$ cat src/rtl/gomoku_cursor_ctrl.sv
// Gomoku cursor / turn controller: moves the cursor from button pulses and issues placement requests.
// Optional CURSOR_WRAP_EN: cursor wraps at the board edges instead of saturating.
module gomoku_cursor_ctrl #(
  parameter int BOARD_N = 15,
  parameter int CW      = $clog2(BOARD_N)
) (
  input  logic          clk,
  input  logic          rst_n,
  input  logic          up_pulse,
  input  logic          down_pulse,
  input  logic          left_pulse,
  input  logic          right_pulse,
  input  logic          place_pulse,
  input  logic          new_game_pulse,
  input  logic          game_over,
  output logic          place_req,
  output logic [CW-1:0] place_row,
  output logic [CW-1:0] place_col,
  output logic          place_player,
  input  logic          place_ack,
  input  logic          place_ok,
  output logic [CW-1:0] cursor_row,
  output logic [CW-1:0] cursor_col,
  output logic          turn,
  output logic [7:0]    move_count,
  output logic          reject_pulse
);

  localparam logic [CW-1:0] CENTER    = CW'(BOARD_N / 2);
  localparam logic [CW-1:0] MAX_C     = CW'(BOARD_N - 1);
  localparam logic [7:0]    MAX_MOVES = 8'(BOARD_N * BOARD_N);

  typedef enum logic {IDLE, REQ} state_t;

  state_t        state_reg, state_next;
  logic [CW-1:0] row_reg, row_next, col_reg, col_next;
  logic [CW-1:0] prow_reg, prow_next, pcol_reg, pcol_next;
  logic          pplayer_reg, pplayer_next;
  logic          turn_reg, turn_next;
  logic [7:0]    count_reg, count_next;
  logic          reject_reg, reject_next;
  logic          pending_reg, pending_next;

  function automatic logic [CW-1:0] coord_dec(input logic [CW-1:0] v);
`ifdef CURSOR_WRAP_EN
    return (v == '0) ? MAX_C : v - CW'(1);
`else
    return (v == '0) ? v : v - CW'(1);
`endif
  endfunction

  function automatic logic [CW-1:0] coord_inc(input logic [CW-1:0] v);
`ifdef CURSOR_WRAP_EN
    return (v == MAX_C) ? '0 : v + CW'(1);
`else
    return (v == MAX_C) ? v : v + CW'(1);
`endif
  endfunction

  // Opposing pulses in the same cycle cancel.
  function automatic logic [CW-1:0] coord_move(input logic [CW-1:0] v,
                                               input logic dec, input logic inc);
    if (dec && !inc)      return coord_dec(v);
    else if (inc && !dec) return coord_inc(v);
    else                  return v;
  endfunction

  always_ff @(posedge clk or negedge rst_n) begin
    if (!rst_n) state_reg <= IDLE;
    else        state_reg <= state_next;
  end

  always_comb begin
    state_next = state_reg;
    case (state_reg)
      IDLE: if (place_pulse && !game_over && !new_game_pulse) state_next = REQ;
      REQ:  if (place_ack) state_next = IDLE;
      default: state_next = IDLE;
    endcase
  end

  always_comb begin
    place_req    = (state_reg == REQ);
    place_row    = prow_reg;
    place_col    = pcol_reg;
    place_player = pplayer_reg;
    cursor_row   = row_reg;
    cursor_col   = col_reg;
    turn         = turn_reg;
    move_count   = count_reg;
    reject_pulse = reject_reg;
  end

  always_comb begin
    row_next     = row_reg;
    col_next     = col_reg;
    prow_next    = prow_reg;
    pcol_next    = pcol_reg;
    pplayer_next = pplayer_reg;
    turn_next    = turn_reg;
    count_next   = count_reg;
    reject_next  = 1'b0;
    pending_next = pending_reg;
    case (state_reg)
      IDLE: begin
        pending_next = 1'b0;
        if (new_game_pulse) begin
          row_next   = CENTER;
          col_next   = CENTER;
          turn_next  = 1'b0;
          count_next = '0;
        end else begin
          row_next = coord_move(row_reg, up_pulse, down_pulse);
          col_next = coord_move(col_reg, left_pulse, right_pulse);
          // Request captures the cursor as it was before any same-cycle move.
          if (place_pulse && !game_over) begin
            prow_next    = row_reg;
            pcol_next    = col_reg;
            pplayer_next = turn_reg;
          end
        end
      end
      REQ: begin
        if (new_game_pulse) pending_next = 1'b1;
        if (place_ack) begin
          if (place_ok) begin
            turn_next  = ~turn_reg;
            count_next = (count_reg >= MAX_MOVES) ? MAX_MOVES : count_reg + 8'd1;
          end else begin
            reject_next = 1'b1;
          end
          // A deferred restart lands after the outcome so its reset values win.
          if (pending_reg || new_game_pulse) begin
            row_next     = CENTER;
            col_next     = CENTER;
            turn_next    = 1'b0;
            count_next   = '0;
            pending_next = 1'b0;
          end
        end
      end
      default: ;
    endcase
  end

  always_ff @(posedge clk or negedge rst_n) begin
    if (!rst_n) begin
      row_reg     <= CENTER;
      col_reg     <= CENTER;
      prow_reg    <= '0;
      pcol_reg    <= '0;
      pplayer_reg <= 1'b0;
      turn_reg    <= 1'b0;
      count_reg   <= '0;
      reject_reg  <= 1'b0;
      pending_reg <= 1'b0;
    end else begin
      row_reg     <= row_next;
      col_reg     <= col_next;
      prow_reg    <= prow_next;
      pcol_reg    <= pcol_next;
      pplayer_reg <= pplayer_next;
      turn_reg    <= turn_next;
      count_reg   <= count_next;
      reject_reg  <= reject_next;
      pending_reg <= pending_next;
    end
  end

endmodule

$ cat config.mk
export PLATFORM = sky130hd
export DESIGN_NAME = gomoku_cursor_ctrl
export DESIGN_NICKNAME = d
export VERILOG_FILES = /design/src/rtl/gomoku_cursor_ctrl.sv
export SDC_FILE = /design/constraint.sdc
export NUM_CORES = 1
export LEC_CHECK = 0
export CORE_MARGIN = 3
export CORE_UTILIZATION = 38
export CTS_CLUSTER_DIAMETER = 120
export DETAILED_ROUTE_END_ITERATION = 8
export DONT_BUFFER_PORTS = 1
export GPL_ROUTABILITY_DRIVEN = 0
export HOLD_SLACK_MARGIN = 0.06
export SYNTH_ARGS = -nofsm -noshare
export SYNTH_HDL_FRONTEND = slang
export SYNTH_SLANG_ARGS = --single-unit
$ cat constraint.sdc
create_clock -name clk -period 2.7 [get_ports clk]
set_clock_uncertainty 0.1 [all_clocks]
set_input_delay 0.675 -clock clk [delete_from_list [all_inputs] [get_ports clk]]
set_output_delay 0.675 -clock clk [all_outputs]
set_load 0.01 [all_outputs]
==> Word level (Yosys, flattened, before mapping) <==
Cells that the tools add are included.
{ "totals": {"reg_bits": 29, "input_bits": 11, "output_inout_bits": 28, "elab_cells": 85} }
{ "op_classes": {"addsub": 5, "magnitude_cmp": 1, "eq_ne": 12, "mux": 35, "bitwise_logic": 3, "reduce_logical": 19} }
{ "op_table": {"columns": ["cell", "n"], "rows": [
  ["$mux 4", 12],
  ["$mux 8", 5],
  ["$ne 4x4->1 const B", 6],
  ["$pmux 4 s2", 2],
  ["$pmux 8 s2", 1],
  ["$mux 1", 12],
  ["$reduce_and 5->1", 2],
  ["$add 4x1->4 const B", 2],
  ["$add 8x1->8 const B", 1],
  ["$eq 4x4->1 const B", 2],
  ["$ge 8x8->1 const B", 1],
  ["$logic_not 4->1", 2],
  ["$sub 4x1->4 const B", 2],
  ["$logic_and 1x1->1", 6],
  ["$logic_not 1->1", 6],
  ["$pmux 1 s2", 3],
  ["$reduce_and 3->1", 2],
  ["$ne 2x2->1 const B", 2],
  ["$ne 3x2->1 const B", 1],
  ["$not 1->1", 3],
  ["$ne 2x1->1 const B", 1],
  ["$logic_or 1x1->1", 1]
]} }

==> Depth between registers and ports, before layout <==
Gate-level depths: netlist of run 1.
{ "depth": {"ltp_word": 6, "depth_mapped": 7} }

==> Least setup slack after synthesis of run 1 <==
OpenSTA, ideal clock, no wires.
{ "synth_timing": {"path_type": "input port to flip-flop", "start": "in down_pulse", "end": "reg row_reg[2] (netlist: cursor_row[2])", "setup_ns": 0.088, "arrival_ns": 2.055, "slack_ns": 0.457, "cell_stages": 5, "path_buffers": 0, "cell_sequence": "or3b_4 > or4_4 > a31oi_4 > o21ai_2 > a221oi_2"} }
{ "synth_between": {"elab_chain_cells": 5, "word_cells_on_any_way": 10, "cone_classes": "eq/ne (3); mux (3); reduce/logical (4)"} }
{ "synth_rtl": {"columns": ["element", "line", "text"], "rows": [
  ["from (decl)", "10", "input logic down_pulse,"],
  ["$logic_not 1->1", "63", "if (dec && !inc) return coord_dec(v);"],
  ["$logic_and 1x1->1", "63", null],
  ["$mux 4", "63", null],
  ["$mux 4", "107", "if (new_game_pulse) begin"],
  ["$pmux 4 s2", "104", "case (state_reg)"],
  ["to (signal assigned)", "158", "row_reg <= row_next;"],
  ["to (decl)", "36", "logic [CW-1:0] row_reg, row_next, col_reg, col_next;"]
]} }
Parallel ways exist; a longest one is shown, timed or not.
A chain may end at the register's enable or synchronous reset.

==> Worst setup path after layout of run 1 <==
{ "layout_timing": {"start": "reg count_reg[1] (netlist: move_count[1])", "end": "reg count_reg[3] (netlist: move_count[3])"} }
{ "layout_between": {"elab_chain_cells": 6, "word_cells_on_any_way": 7, "cone_classes": "add/sub (1); order compare (1); mux (5)"} }
{ "layout_rtl": {"columns": ["element", "line", "text"], "rows": [
  ["from (decl)", "40", "logic [7:0] count_reg, count_next;"],
  ["from (signal assigned)", "164", "count_reg <= count_next;"],
  ["$add 8x1->8 / $ge 8x8->1 (equally long branches)", "128", "count_next = (count_reg >= MAX_MOVES) ? MAX_MOVES : count_reg + 8'd1;"],
  ["$mux 8 *", "128", null],
  ["$mux 8 *", "126", "if (place_ok) begin"],
  ["$mux 8 *", "133", "if (pending_reg || new_game_pulse) begin"],
  ["$mux 8 *", "125", "if (place_ack) begin"],
  ["$pmux 8 s2 *", "104", null]
]} }
Every way passes the cells marked *; elsewhere a longest branch is shown, timed or not. The select of a mux whose other input is x is not followed.

==> impl_metrics.json, run 1 <==
{
  "wirelength_mm": 3.906,
  "layout.nets": 185,
  "fin_setup_tns_ns": 0,
  "crit_path_max_fanout": 5,
  "final_util_pct": 43.97,
  "ys_seq_elements": 29,
  "fin_hold_ws_ns": 0.1329,
  "postCtsSetupBuffers": 0,
  "finalSetupViolations": 0,
  "vias_per_cell": 5.877,
  "post_cts_resized": 0,
  "grt_pass1_wl_mm": 6.403,
  "avgSynthCellArea_um2": 10.04,
  "die_x_um": 71.43,
  "cp.buffers_inverters": 1,
  "cts.sinks": 29,
  "cts_hold_buf": 1,
  "tightest_slew_ns": 1.095,
  "setup_slack_ns": 0.4787,
  "grt_overflow": 0,
  "io_pins": 39,
  "drc": 0,
  "drive_above_1_share_pct": 20.59,
  "r2r_cells": 7,
  "cts_buffer_depth": 2,
  "status": "finished clean",
  "fill_cells": 386,
  "post-place-ws_ns": 0.3615,
  "drt-initial-drc-count": 56,
  "crit_arrival_ns": 2.34,
  "synth_area_mm2": 0.001627,
  "post-dp-hpwl_mm": 2.689,
  "initial_core_util_pct": 40.09,
  "mostFrequentLayoutCell": "dfrtp_1",
  "insertion_delay_ns": 0.28,
  "grt_pass1_vias": 1330,
  "cellLeakagePower_nw": 0.7806,
  "antenna_cells": 0,
  "largest_reg_flops": 8,
  "cts_buffers": 5,
  "synth_area_leaders": "dfrtp_1, dfstp_2, mux2_2",
  "ys_warn_count": 0,
  "wl_per_cell_um": 17.75,
  "coreArea_mm2": 0.004058,
  "critPathMaxStageDelay_ns": 0.47,
  "hp-class": "in -> async",
  "fmaxAchievable_ghz": 0.4502,
  "cts_max_level": 2,
  "layout_common_cells": "dfrtp_1, nor3_1, nand2_1",
  "path_delay_family": "simple AND/OR/NAND/NOR gates",
  "synth_edf_count": 0,
  "grt_max_degree": 24,
  "path_class": "reg -> reg",
  "min_period_ns": 2.221,
  "async_reset_ff_share_pct": 100.0,
  "synth_top_area_cell": "dfrtp_1",
  "row_count": 23,
  "numPortBuffers": 0,
  "ir_drop_uv": 390.6,
  "clkSlewWorstSetupHoldPaths_ns": 0.06,
  "end_kind": "flop",
  "syn_inst": 162,
  "antenna_found_initial": 0,
  "area_delta_synth_final_pct": 9.692,
  "power.density_mw_per_mm2": 785.0,
  "rsz0062_at_grt": "false",
  "hold_viol": 0,
  "path_depth": 7,
  "start_kind": "flop",
  "dieHeight_um": 71.43,
  "cts_tree": "built",
  "synth_fp_nets": 178,
  "drt-pass1-iter-count": 4,
  "grt_util_all_layers_pct": 15.97,
  "yosysSeqAreaShare_pct": 45.08,
  "slowest_stage": "dfrtp_1",
  "synth.top_cell.area_share_pct": 35.38,
  "dominantRegCellSynth": "dfrtp_1",
  "dr_total_vias": 1293,
  "worst_ep_required_time_ns": 2.82,
  "cap_viol_max_count": 0,
  "finalCritPeriodShare_pct": 82.27,
  "ant_nets": 0,
  "critical_path.cell_chain": "inv_1 -> ha_1 -> nor4_1 -> a21oi_1 -> or3_4 -> or3b_1 -> nand2_1",
  "die_area_mm2": 0.005102,
  "relSlewSlack_pct": 26.77,
  "cts_root_buf": "clkbuf_8",
  "slew_viol_final": 0,
  "synth_cell_types": 45
}
-- per-stage QoR --
step | area (um^2) | instances | total power, W
2_1_floorplan | 1627 | 162 | 0.0009387
3_3_place_gp | 1684 | 211 | 0.001008
3_5_place_dp | 1684 | 211 | 0.001029
4_1_cts | 1784 | 220 | 0.001414
5_1_grt | 1784 | 220 | 0.001488
6_report | 1784 | 220 | 0.001401
-- synth_stat cells (all sizes together), types with 3 or more instances --
| cell | instances |
|---|---|
| dfrtp | 23 |
| nor3 | 12 |
| nand2 | 11 |
| a21oi | 10 |
| nor2 | 10 |
| mux2 | 9 |
| o21ai | 8 |
| inv | 7 |
| dfstp | 6 |
| nand2b | 6 |
| ha | 5 |
| nand3 | 5 |
| a31oi | 4 |
| and3 | 4 |
| nor2b | 4 |
| buf | 3 |
| nand4 | 3 |
| or3b | 3 |
-- power by group --
part | internal, W | leakage, nW | switching [W]
Sequential | 0.000557 | 0.359 | 0.000188
Clock | 0.000207 | 0.0455 | 0.000163
Combinational | 0.000142 | 0.376 | 0.000143
-- kinds of logic (layout without fill, tap and decap cells) --
family	after synthesis	count (layout)	share of synthesized area [%]
adders and majority gates	5	5	3.846
and+or+nand+nor	69	69	24.00
buffers and inverters	12	20	3.769
xor gates and xnor gates	1	1	0.5386
DFF	29	29	45.08
AOI/OAI and AO/OA	35	35	15.31
muxes	11	11	7.462
-- area by class of cell --
cell class	count	area [um^2]	share of cell area, %
Multi-Input combinational cell	121	832.0	46.63
Sequential cell	29	733.2	41.09
Clock buffer	8	90.09	5.049
Tap cell	50	62.56	3.506
Timing Repair Buffer	5	40.04	2.244
Inverter	7	26.28	1.473
-- worst paths after layout --
check                                    from            end  slack, ns
worst max-delay path            move_count[1]  move_count[3]       0.48
worst min-delay path                    rst_n  cursor_row[1]       0.13
worst max register to register  move_count[1]  move_count[3]       0.48
worst min register to register  cursor_row[1]  cursor_row[1]       0.44
max in group asynchronous               rst_n   place_col[3]       0.89
min in group clk                     place_ok   reject_pulse       0.35
-- layer usage --
metal  GRT usage [%]  wire length [um]
met2           25.51              1919
met5               0                 0
met3           7.293               310
met4           5.846                48
met1           18.87              1629
Power figures use the tool's default switching activity.
==> run 2: changes to the inputs <==
Clock period 2.7 ns to 2.25 ns, I/O delays scaled along.
==> run 2 against run 1 <==
  * Via count rose by 1.2%
  * Routed wire length down 3.4%
  * Sequential share of layout area fell by 1.2 points
  * Sequential cell count is the same
  * Register-to-register slack got worse by 0.30 ns
  * Combinational power grew 24%
  * Non-clock buffer count increased by 7
  * Highest routed layer unchanged
==> impl_metrics.json, run 2 (synthesized netlist as in run 1, its figures left out) <==
{
  "status": "finished clean",
  "grt_pass1_vias": 1332,
  "hold_viol": 0,
  "drive_above_1_share_pct": 23.16,
  "worst_ep_required_time_ns": 2.35,
  "die_area_mm2": 0.005102,
  "critical_path.cell_chain": "or3b_4 -> or4_4 -> a31oi_4 -> o21ai_2 -> a221oi_2",
  "r2r_cells": 5,
  "initial_core_util_pct": 40.09,
  "fmaxAchievable_ghz": 0.4829,
  "antenna_found_initial": 0,
  "ir_drop_uv": 572.7,
  "layout_common_cells": "dfrtp_1, nor3_1, nand2_1",
  "critPathMaxStageDelay_ns": 0.45,
  "cts_buffers": 5,
  "grt_overflow": 0,
  "path_class": "reg -> reg",
  "reg2reg_slack_ns": 0.18,
  "r2r_end": "cursor_row[2]",
  "finalSetupViolations": 0,
  "fin_hold_ws_ns": 0.2419,
  "worstReg2RegStart": "cursor_row[1]",
  "tightest_slew_ns": 0.7212,
  "end_kind": "flop",
  "cts_buffer_depth": 2,
  "row_count": 23,
  "finalPower_w": 0.001652,
  "antenna_cells": 0,
  "drc": 0,
  "ant_nets": 0,
  "fin_setup_tns_ns": 0,
  "hold_start": "place_ok",
  "relSlewSlack_pct": 51.41,
  "cts_max_level": 2,
  "drt-initial-drc-count": 58,
  "cp-startpoint": "cursor_row[1]",
  "crit_arrival_ns": 2.17,
  "rsz0062_at_grt": "false",
  "coreArea_mm2": 0.004058,
  "finalCritPeriodShare_pct": 92.04,
  "postCtsSetupBuffers": 0,
  "grt_util_all_layers_pct": 15.86,
  "cap_viol_max_count": 0,
  "grt_max_degree": 30,
  "wirelength_mm": 3.775,
  "final_util_pct": 45.33,
  "start_kind": "flop",
  "grt_pass1_wl_mm": 6.423,
  "die_x_um": 71.43,
  "vias_per_cell": 5.762,
  "cts_tree": "built",
  "layout.nets": 192,
  "slowest_stage": "or4_4",
  "cellLeakagePower_nw": 0.8167,
  "cts_root_buf": "clkbuf_8",
  "cts.sinks": 29,
  "mostFrequentLayoutCell": "dfrtp_1",
  "area_delta_synth_final_pct": 13.08,
  "hold-path-cell-count": 1,
  "crit_path_max_fanout": 8,
  "largest_reg_flops": 8,
  "clkSlewWorstSetupHoldPaths_ns": 0.06,
  "power.density_mw_per_mm2": 898.2,
  "post-dp-hpwl_mm": 2.693,
  "io_pins": 39,
  "dieHeight_um": 71.43,
  "hold_path_end": "reject_pulse",
  "slew_viol_final": 0,
  "numPortBuffers": 0,
  "wl_per_cell_um": 16.63,
  "hp-class": "in -> reg",
  "min_period_ns": 2.071,
  "drt-pass1-iter-count": 4,
  "insertion_delay_ns": 0.28,
  "dr_total_vias": 1308,
  "fill_cells": 385
}
## run 2: area by class of cell
class                   instances  area, um^2  area share [%]
flip-flops and latches         29       733.2           39.86
well taps                      50       62.56           3.401
repair buffers                 12       105.1           5.714
multi-input cells             121       832.0           45.24
inverters                       7       26.28           1.429
clock buffers                   8       80.08           4.354
## run 2: per-stage QoR
| stage | instance area (um^2) | setup slack, ns | cells |
|---|---|---|---|
| 4_1_cts | 1839 | 0.1715 | 227 |
| 3_5_place_dp | 1729 | 0.03323 | 217 |
| 5_1_grt | 1839 | 0.02775 | 227 |
| 2_1_floorplan | 1627 | 0.1198 | 162 |
| 6_report | 1839 | 0.1792 | 227 |
| 3_3_place_gp | 1729 | 0.08213 | 217 |
## run 2: worst max-delay path by stage
stage	endpoint	slack, ns
floorplan	cursor_row[2]	0.12
global placement	cursor_row[2]	0.08
global route	move_count[3]	0.03
finish	cursor_row[2]	0.18
detailed placement	cursor_row[2]	0.03
CTS	move_count[3]	0.17
## run 2: layer usage
metal / track usage [%] / share of wire [%] / vias up
li1: - / - / 620
met1: 18.79 / 41 / 631
met2: 25.20 / 48 / 50
met3: 6.031 / 8.9 / 7
met4: 7.724 / 2.0 / 0
met5: 0 / 0 / -
## run 2: power breakdown
part	switching (W)	internal (W)
sequential	0.000217	0.000669
combinational	0.000174	0.000179
clock	0.000194	0.000219
## run 2: timing repair
| action | in CTS | in global routing |
|---|---|---|
| endpoints found under the hold margin | 29 | 0 |
| gates resized for setup | 0 | 0 |
| hold buffers | 2 | 0 |
## run 2: critical path, delay by kind of cell (launching register included)
family / cells / cell delay, ns
and+or+nand+nor: 2 / 0.86
AOI/OAI and AO/OA: 3 / 0.61
DFF: 1 / 0.42
==> run 3: changes to the inputs <==
Clock period 2.25 ns to 1.84 ns, I/O delays scaled along.
==> run 3 against run 2 <==
  * The flow now finishes with violations (negative setup slack)
  * Critical endpoint is now cursor_row[1]
  * Core utilization rose by 8.1 points
  * Critical path depth is 1 higher
  * Total power up 36%
  * Die area unchanged
  * Non-clock buffer count up 30
  * Routed wire length up 6.9%
  * Global-route usage is 0.72 points higher
==> impl_metrics.json, run 3 (synthesized netlist as in run 1, its figures left out) <==
{
  "setup_slack_ns": -0.1326,
  "drt-pass1-iter-count": 4,
  "path_class": "reg -> reg",
  "hold_viol": 0,
  "min_period_ns": 1.973,
  "end_kind": "flop",
  "initial_core_util_pct": 40.09,
  "antenna_cells": 0,
  "crit_path_max_fanout": 7,
  "cap_viol_max_count": 0,
  "numPortBuffers": 0,
  "reg2reg_slack_ns": -0.13,
  "violations": "negative setup slack",
  "row_count": 23,
  "area_delta_synth_final_pct": 33.31,
  "cts_root_buf": "clkbuf_8",
  "finalSetupViolations": 5,
  "crit_arrival_ns": 2.08,
  "dpl.cell_count": 239,
  "fmaxAchievable_ghz": 0.5069,
  "mostFrequentLayoutCell": "buf_4",
  "wirelength_mm": 4.034,
  "io_pins": 39,
  "multi_input_area_um2": 909.6,
  "coreArea_mm2": 0.004058,
  "cts_tree": "built",
  "rsz0062_at_grt": "true",
  "status": "complete, but fails checks",
  "hp-class": "in -> reg",
  "slowest_stage": "or4_4",
  "grt_max_degree": 30,
  "die_x_um": 71.43,
  "grt_pass1_vias": 1445,
  "dieHeight_um": 71.43,
  "cts.sinks": 29,
  "tightest_slew_ns": 0.5149,
  "cp.buffers_inverters": 1,
  "relSlewSlack_pct": 64.78,
  "dr_total_vias": 1390,
  "vias_per_cell": 5.409,
  "post-place-ws_ns": -0.2169,
  "worst_ep_required_time_ns": 1.95,
  "cts_buffer_depth": 2,
  "drt-initial-drc-count": 90,
  "layout.nets": 222,
  "finalCritPeriodShare_pct": 107.2,
  "insertion_delay_ns": 0.28,
  "ff_latch_area_um2": 734.5,
  "fill_cells": 336,
  "die_area_mm2": 0.005102,
  "post-dp-hpwl_mm": 2.913,
  "cellLeakagePower_nw": 0.9968,
  "grt_overflow": 0,
  "drc": 0,
  "critical_path.cell_chain": "or3b_4 -> or4_4 -> a31oi_4 -> buf_4 -> nor3_2 -> a21oi_1",
  "stdcell_count": 257,
  "grt_util_all_layers_pct": 16.57,
  "grt_pass1_wl_mm": 6.699,
  "layout_common_cells": "buf_4, dfrtp_1, nand2_1",
  "wl_per_cell_um": 15.70,
  "slew_viol_final": 0,
  "cts_max_level": 2,
  "clkSlewWorstSetupHoldPaths_ns": 0.06,
  "start_kind": "flop",
  "antenna_found_initial": 0,
  "ir_drop_uv": 619.7,
  "path_delay_family": "simple AND/OR/NAND/NOR gates",
  "cts_buffers": 5,
  "power.density_mw_per_mm2": 1035,
  "ant_nets": 0,
  "largest_reg_flops": 8,
  "critPathMaxStageDelay_ns": 0.44,
  "drive_above_1_share_pct": 43.48
}
## run 3: changes by cell type in the layout (fill, tap and decap cells not counted), moves of 2 or more
cell / change
buf_4: +29
clkbuf_1: -3
a21oi_1: -2
a21oi_2: +2
clkbuf_8: +2
ha_1: -2
inv_1: -2
inv_2: +2
nor3_1: -2
nor3_2: +2
## run 3: repair_timing
action	in CTS	in global routing
endpoints found under the setup margin	7	8
resized for setup	5	12
pin swaps	5	7
hold buffers	2	0
setup buffers	2	6
endpoints found under the hold margin	29	0
## run 3: area by class of cell
| class | instances | share of cell area, % |
|---|---|---|
| tap | 50 | 2.885 |
| clock inverter | 1 | 0.2308 |
| inverter | 7 | 1.212 |
| clock buffer | 7 | 4.443 |
| sequential | 29 | 33.87 |
| timing repair buffer | 42 | 15.41 |
| multi-input combinational | 121 | 41.95 |
## run 3: metal layers
metal / track usage (%) / part of all wire (%) / up-vias
met5: 0 / 0 / -
met4: 6.054 / 1.6 / 0
met3: 6.732 / 7.1 / 8
met2: 27.14 / 51 / 39
met1: 19.54 / 41 / 667
li1: - / - / 676
## run 3: stage by stage
step / instance area, um^2 / hold WS [ns] / TNS [ns] / util, % / power, W
after floorplan: 1648 / 0.06441 / -0.4618 / - / 0.001382
after global placement: 1909 / 0.06515 / -0.5452 / 47.06 / 0.001580
after detailed placement: 1909 / 0.06520 / -0.7831 / 47.06 / 0.001607
after CTS: 2078 / 0.1296 / -0.2774 / 51.22 / 0.002222
after global routing: 2168 / 0.1298 / -0.8103 / 53.44 / 0.002398
final: 2168 / 0.1388 / -0.4473 / 53.44 / 0.002243
## run 3: worst paths after layout
path                            depth (start not counted)       endpoint     startpoint
worst max-delay path                                    6  cursor_row[1]  cursor_row[1]
worst min-delay path                                    1   reject_pulse       place_ok
worst max register to register                          6  cursor_row[1]  cursor_row[1]
worst min register to register                          1  cursor_row[0]  cursor_row[0]
max in group asynchronous                               2  cursor_col[2]          rst_n
min in group asynchronous                               2  move_count[5]          rst_n
## run 3: power breakdown
part           total [W]  internal [W]  switching, W
sequential       0.00102      0.000815      0.000201
combinational   0.000649      0.000338      0.000312
clock           0.000577      0.000337      0.000240
